## src/rtl/cpu_pkg.sv

```systemverilog
// rtl/cpu_pkg.sv - shared datapath constants for the register file and destination selector
package cpu_pkg;
  localparam int DATA_W   = 32;
  localparam int ADDR_W   = 5;
  localparam int ZERO_REG = 0;
  localparam int RA_REG   = 31;
endpackage

```

## src/rtl/grf_read_port.sv

```systemverilog
// rtl/grf_read_port.sv - one GRF read port: register-0 forcing and optional write bypass
module grf_read_port #(
  parameter int DATA_W  = 32,
  parameter int ADDR_W  = 5,
  parameter bit FORWARD = 1'b1
) (
  input  logic [ADDR_W-1:0] ra,
  input  logic [DATA_W-1:0] stored,
  input  logic              fwd_valid,
  input  logic [ADDR_W-1:0] wa,
  input  logic [DATA_W-1:0] wd,
  output logic [DATA_W-1:0] rd
);
  import cpu_pkg::*;

  always_comb begin
    rd = stored;
    if (FORWARD && fwd_valid && (wa == ra)) rd = wd;
    // register 0 wins over any bypass
    if (ra == ADDR_W'(ZERO_REG)) rd = '0;
  end
endmodule

```

## src/rtl/grf_bypass.sv

```systemverilog
// rtl/grf_bypass.sv - 32-entry register file with write bypass, write trace and commit counter
module grf_bypass #(
  parameter int DATA_W  = cpu_pkg::DATA_W,
  parameter int ADDR_W  = cpu_pkg::ADDR_W,
  parameter bit FORWARD = 1'b1,
  parameter int COUNT_W = 16
) (
  input  logic               clk,
  input  logic               reset_n,
  input  logic               we,
  input  logic [ADDR_W-1:0]  wa,
  input  logic [DATA_W-1:0]  wd,
  input  logic [31:0]        pc,
  input  logic [ADDR_W-1:0]  ra1,
  input  logic [ADDR_W-1:0]  ra2,
  output logic [DATA_W-1:0]  rd1,
  output logic [DATA_W-1:0]  rd2,
  output logic               trace_valid,
  output logic [31:0]        trace_pc,
  output logic [ADDR_W-1:0]  trace_addr,
  output logic [DATA_W-1:0]  trace_data,
  output logic [COUNT_W-1:0] write_count
);
  import cpu_pkg::*;

  localparam int DEPTH = 2 ** ADDR_W;

  logic [DATA_W-1:0] regs [DEPTH];
  logic              commit;
  logic              fwd_valid;

  // wa == 0 is the discarded-link case: no array, trace or counter effect
  assign commit    = we && (wa != ADDR_W'(ZERO_REG));
  assign fwd_valid = commit && reset_n;

  always_ff @(posedge clk or negedge reset_n) begin
    if (!reset_n) begin
      for (int i = 0; i < DEPTH; i++) regs[i] <= '0;
      trace_valid <= 1'b0;
      trace_pc    <= '0;
      trace_addr  <= '0;
      trace_data  <= '0;
      write_count <= '0;
    end else begin
      trace_valid <= commit;
      if (commit) begin
        regs[wa]    <= wd;
        trace_pc    <= pc;
        trace_addr  <= wa;
        trace_data  <= wd;
        write_count <= write_count + COUNT_W'(1);
      end
    end
  end

  grf_read_port #(.DATA_W(DATA_W), .ADDR_W(ADDR_W), .FORWARD(FORWARD)) u_port1 (
    .ra        (ra1),
    .stored    (regs[ra1]),
    .fwd_valid (fwd_valid),
    .wa        (wa),
    .wd        (wd),
    .rd        (rd1)
  );

  grf_read_port #(.DATA_W(DATA_W), .ADDR_W(ADDR_W), .FORWARD(FORWARD)) u_port2 (
    .ra        (ra2),
    .stored    (regs[ra2]),
    .fwd_valid (fwd_valid),
    .wa        (wa),
    .wd        (wd),
    .rd        (rd2)
  );
endmodule

```

## config.mk

```make
export PLATFORM = sky130hd
export DESIGN_NAME = grf_bypass
export DESIGN_NICKNAME = d
export VERILOG_FILES = /design/src/rtl/cpu_pkg.sv /design/src/rtl/grf_read_port.sv /design/src/rtl/grf_bypass.sv
export SDC_FILE = /design/constraint.sdc
export NUM_CORES = 2
export LEC_CHECK = 0
export CAP_MARGIN = 20
export CORE_ASPECT_RATIO = 1.4
export CORE_MARGIN = 4
export CORE_UTILIZATION = 55
export CTS_CLUSTER_DIAMETER = 120
export DETAILED_ROUTE_END_ITERATION = 7
export GPL_ROUTABILITY_DRIVEN = 0
export MAX_ROUTING_LAYER = met4
export PLACE_DENSITY = 0.73
export SLEW_MARGIN = 10
export SYNTH_ARGS = -nofsm -noshare
export SYNTH_HDL_FRONTEND = slang
export SYNTH_HIERARCHICAL = 1
export SYNTH_SLANG_ARGS = --single-unit
export TNS_END_PERCENT = 10
```

## constraint.sdc

```tcl
create_clock -name clk -period 2.7 [get_ports clk]
set_clock_uncertainty 0.05 [all_clocks]
set_input_delay 0.54 -clock clk [delete_from_list [all_inputs] [get_ports clk]]
set_output_delay 0.54 -clock clk [all_outputs]
set_load 0.005 [all_outputs]
```

* Yosys cells after proc, flatten, opt, wreduce, memory -nomap -nowiden
Cells that the tools add are included.
W data, S select, Z words.
** Cells by class
- Bitwise logic cells :: 3
- Reductions and logical operators :: 8
- $lt $le $gt $ge :: 4
- Multiplexer cells :: 13
- $add $sub $neg :: 1
- Equal/unequal tests :: 2
** Operators by type and width (number)
- $bwmux W1024 :: 1
- $bmux W32 S5 :: 2
- $mux W32 :: 9
- $demux W32 S5 :: 1
- $ge A6 B6 Y1 const B :: 3
- $not A5 Y6 :: 3
- $add A16 B1 Y16 const B :: 1
- $eq A5 B5 Y1 :: 2
- $logic_not A5 Y1 :: 2
- $lt A6 B1 Y1 const B :: 1
- $logic_and A1 B1 Y1 :: 5
- $reduce_bool A5 Y1 :: 1
** Word-level totals
- Register bits after elaboration :: 1110
- Output and inout port bits :: 150

* Depth between registers and ports, before layout
- Depth after elaboration :: 6
- Gate-level depth with buffers :: 11
- Mapped depth without buffers :: 8

* Modules after synthesis
Netlist, hierarchy kept.
** Modules (own cells, without submodules)
- grf_bypass :: area each 58880.2 um2, cells each 4952, instances 1
- grf_read_port :: area each 640.6 um2, cells each 123, instances 2

* Least setup slack after synthesis
OpenSTA, ideal clock, no wires.
- Kind :: input to output
- Start point :: input wa[3]
- End point :: output rd1[3]
- Buffers on the path :: 4
- Slack :: -0.249 ns
- Arrival time :: 2.359 ns
- Stages :: 11
- Cells stage by stage :: buf_2 -> nor4_2 -> nand2b_1 -> inv_2 -> buf_2 -> and2_1 -> and2_1 -> clkbuf_1 -> and2_1 -> buf_4 -> o21ai_0
** On the way
- Word-level cells in the longest chain between the ends :: 6
** Ends and longest elaborated chain
- start: declaration :: line grf_bypass.sv:11 : input logic [ADDR_W-1:0] wa,
- $reduce_bool A5 Y1 :: line grf_bypass.sv:33 : assign commit = we && (wa != ADDR_W'(ZERO_REG));
- $logic_and A1 B1 Y1 :: line grf_bypass.sv:33
- $logic_and A1 B1 Y1 :: line grf_bypass.sv:34 : assign fwd_valid = commit && reset_n;
- net fwd_valid :: line grf_bypass.sv:30 : logic fwd_valid;
- $logic_and A1 B1 Y1 :: line grf_read_port.sv:18 : if (FORWARD && fwd_valid && (wa == ra)) rd = wd;
- $mux W32 :: line grf_read_port.sv:18
- $mux W32 :: line grf_read_port.sv:20 : if (ra == ADDR_W'(ZERO_REG)) rd = '0;
- end: declaration :: line grf_bypass.sv:16 : output logic [DATA_W-1:0] rd1,
The timed path passes the listed nets, and every way through them passes these cells.

* Final worst setup path
- Start point :: register regs[958] (netlist name)
- End point :: output rd2[30]
** On the way
- Word-level cells in the longest chain between the ends :: 5
** Ends and longest elaborated chain
- start: declaration :: line grf_bypass.sv:28 : logic [DATA_W-1:0] regs [DEPTH];
- start signal: indexed assignment :: line grf_bypass.sv:47 : regs[wa] <= wd;
- $bmux W32 S5 :: line grf_bypass.sv:67 : .stored (regs[ra2]),
- $mux W32 (implied by the code) (2 in series) :: line grf_bypass.sv:67
- $mux W32 :: line grf_read_port.sv:18
- $mux W32 :: line grf_read_port.sv:20
- end: declaration :: line grf_bypass.sv:17 : output logic [DATA_W-1:0] rd2,
Every way passes these cells. The select of a mux whose other input is x is not followed.

==> results.py <==
metrics = {
    "final_layout": {
        "diodes": 0,
        "area_delta_synth_final_pct": 24.3,
        "fin_nets": 5774,
        "final_cell_mix": "dfrtp_1, mux2i_1, mux2_2, nand2_1, buf_4",
        "mostFrequentLayoutCell": "dfrtp_1",
        "drive_gt1_share_pct": 37.6,
        "final_core_utilization_pct": 68.9,
    },
    "clock_tree": {
        "cts-root-buf": "clkbuf_16",
        "ctsLongestPathBuffers": 3,
        "numCtsBuffers": 110,
        "tritoncts": "yes",
        "cts_num_sinks": 1110,
        "cts_hold_buf": 0,
        "cts.htree.levels": 3,
        "clkLatencyLatePin_ps": 720,
        "cts.reportedPaths.clkPinSlew_ps": 70,
    },
    "logic_synthesis": {
        "ys_seq_area_share_pct": 46.2,
        "synth_enable_flop_cells": 0,
        "syn_nets": 5281,
        "synth_cell_types": 37,
        "synth-warning-count": 6,
        "synthesized_netlist_cell_count": 5198,
        "synthArstFlopShare_pct": 100,
        "most_frequently_used_flop_master_after_synthesis": "dfrtp_1",
        "synth-seq-cells": 1110,
        "avg_cell_area_syn_sq_um": 11.6,
        "total_standard_cell_area_after_synthesis_sq_um": 60200,
    },
    "status": {
        "violated_checks": "negative hold slack, negative setup slack",
        "status": "complete, but fails checks",
    },
    "floorplanning": {
        "fp-row-count": 143,
        "die_area_sq_um": 115000,
        "start_util_pct": 55.4,
        "ioPinCount": 232,
        "die_outline_width_um": 288,
        "die_height_um": 399,
        "core-area_sq_um": 109000,
    },
    "grt": {
        "antenna_found_initial": 2,
        "grt_max_degree": 190,
        "gr-total-overflow": 0,
        "grt_first_pass_wirelength_um": 309000,
        "grt_pass1_vias": 48600,
        "globalRouteTotalUtil_pct": 36.9,
    },
    "worst_setup_path": {
        "largest_stage_delay_worst_path_ps": 400,
        "data_arrival_time_at_the_worst_slack_endpoint_ps": 2540,
        "cp-end-kind": "output port",
        "critical_path.max_fanout": 3,
        "crit_slowest_cell": "dfrtp_1",
        "critical_path.cell_chain": "mux2i_1 -> a22o_1 -> nor3_2 -> a31oi_1 -> nand3_1 -> nand2_1 -> o21ai_0 -> dlygate4sd2_1",
        "crit_required_ps": 2110,
        "timing.critical_path.from_type": "flop",
        "criticalPathCategory": "flop to output port",
    },
    "sta": {
        "max_slew_margin_pct": 27.8,
        "worst_slew_pin_slew_ps": 1080,
        "final-max-slew-violation-count": 0,
        "maxClockFrequency_ghz": 0.320,
        "setup_viol": 64,
        "final.hold.worst_slack_ps": -5.28,
        "min_period_over_period_pct": 116,
        "layout_setup_ws_ps": -428,
        "grt_setup_unrepaired": "yes",
        "final-hold-violation-count": 1,
        "period_minus_slack_ps": 3130,
    },
    "power": {
        "finalPower_mw": 50.1,
        "ir_worst_vdd_mv": 0.600,
        "powerDensity_nw_per_um2": 670,
        "p_leak_nw": 35.4,
    },
    "placement": {
        "number_of_i_o_port_buffers": 231,
        "place.detailed.hpwl_um": 137000,
    },
    "detailed_routing": {
        "avgViaCountPerCell": 6.61,
        "wirelength_um": 214000,
        "drc": 0,
        "via_count": 47800,
        "dr.first_iter.drc_count": 4823,
        "wl_per_cell_um": 29.5,
        "antenna_violating_nets_post_route": 0,
        "drt-pass1-iter-count": 8,
    },
    "run": {
        "cap_viol_max_count": 0,
    },
    "worst_hold_path": {
        "hold_class": "primary input to asynchronous set/reset pin",
    },
}
[synthesized netlist by cell type, drive strengths merged, types with 2 or more instances]
cell / n / area [sq um]
nor3b: 2 / 25.0
nand4b: 3 / 26.3
xnor2: 14 / 123
a21oi: 192 / 961
or2: 3 / 18.8
nand3: 198 / 991
buf: 270 / 1520
and2: 7 / 43.8
mux2i: 1024 / 10200
nor4: 4 / 76.3
a22o: 131 / 1150
nand2b: 8 / 57.6
a31oi: 64 / 400
xor2: 11 / 96.3
nor2: 22 / 82.6
clkbuf: 255 / 960
and3: 2 / 12.5
mux2: 992 / 11200
a22oi: 192 / 1440
nand2: 480 / 1800
o21ai: 64 / 320
nor2b: 8 / 50.1
nor3: 71 / 360
dfrtp: 1110 / 27800
nand4: 68 / 425
[through the flow]
stage | setup WS (ps) | cells | instance area [sq um] | setup TNS [ps] | hold slack [ps]
CTS | -473 | 7196 | 73800 | -24030 | 36.3
floorplan | -9.18 | 5198 | 60500 | -551 | 194
global placement | -1220 | 6931 | 68700 | -130470 | 334
global route | -396 | 7237 | 74800 | -20270 | 81.7
detailed placement | -1250 | 6931 | 68700 | -141490 | 338
finish | -428 | 7237 | 74800 | -18210 | -5.28
[timing repair]
action                                  CTS  global route
endpoints found under the setup margin   64            64
gates resized for setup                 400           200
cloned                                   12             7
buffers inserted                         46            42
pin swaps                                50            68
[path summary, 6_finish.rpt]
check	start	endpoint	slack, ps	depth (start not counted)
hold / removal	reset_n	regs[155]$_DFFE_PN0P_	-5	3
hold reg to reg	regs[1003]$_DFFE_PN0P_	regs[1003]$_DFFE_PN0P_	350	0
setup reg to reg	write_count[6]$_DFFE_PN0P_	write_count[15]$_DFFE_PN0P_	1150	5
min in group clk	wa[0]	trace_addr[0]$_DFFE_PN0P_	290	3
setup / recovery	regs[958]$_DFFE_PN0P_	rd2[30]	-430	8
max in group asynchronous	reset_n	regs[722]$_DFFE_PN0P_	910	4
[report_power, final]
part,total [mW],switching [mW],internal (mW)
sequential,22.2,2.50,19.7
clock,16.7,6.99,9.75
combinational,11.1,5.26,5.87
total,50.1,14.7,35.3
[registers in the layout (all words and copies together), names as in the netlist]
register / flops
regs: 1024
trace_data: 32
trace_pc: 32
write_count: 16
trace_addr: 5
trace_valid: 1
[cell families (layout without fill, tap and decap cells)]
kind of cell	Yosys count	in the layout	synth area share (%)
buf+inv	526	1113	4.13
compound gates	643	643	7.10
xor+xnor	25	25	0.364
fa+ha+maj	1	1	0.0208
simple gates	877	879	6.62
flops	1110	1110	46.2
mux	2016	2016	35.6
[layer usage]
layer	routed length [um]	share of wire [%]	vias up	global-route usage [%]
li1	-	-	19900	-
met3	19100	9.0	889	7.24
met4	16000	7.5	0	23.3
met1	81000	38	24400	45.2
met2	97400	46	2639	56.3
met5	0	0	-	-
[final cells by class]
cell class	instances	area, sq um
Clock buffer	160	3220
Clock inverter	48	707
Fill cell	7779	33800
Inverter	1	6.26
Multi-Input combinational cell	3564	31100
Sequential cell	1110	27800
Tap cell	1450	1810
Timing Repair Buffer	904	10100
[critical path: cells and delay by family, from the launching register on]
family	cells	cell delay [ps]
AOI/OAI and AO/OA	3	560
buffers and inverters	1	270
DFF	1	400
muxes	1	180
and+or+nand+nor	3	400
Note: power is estimated with default switching activity, not from simulation.
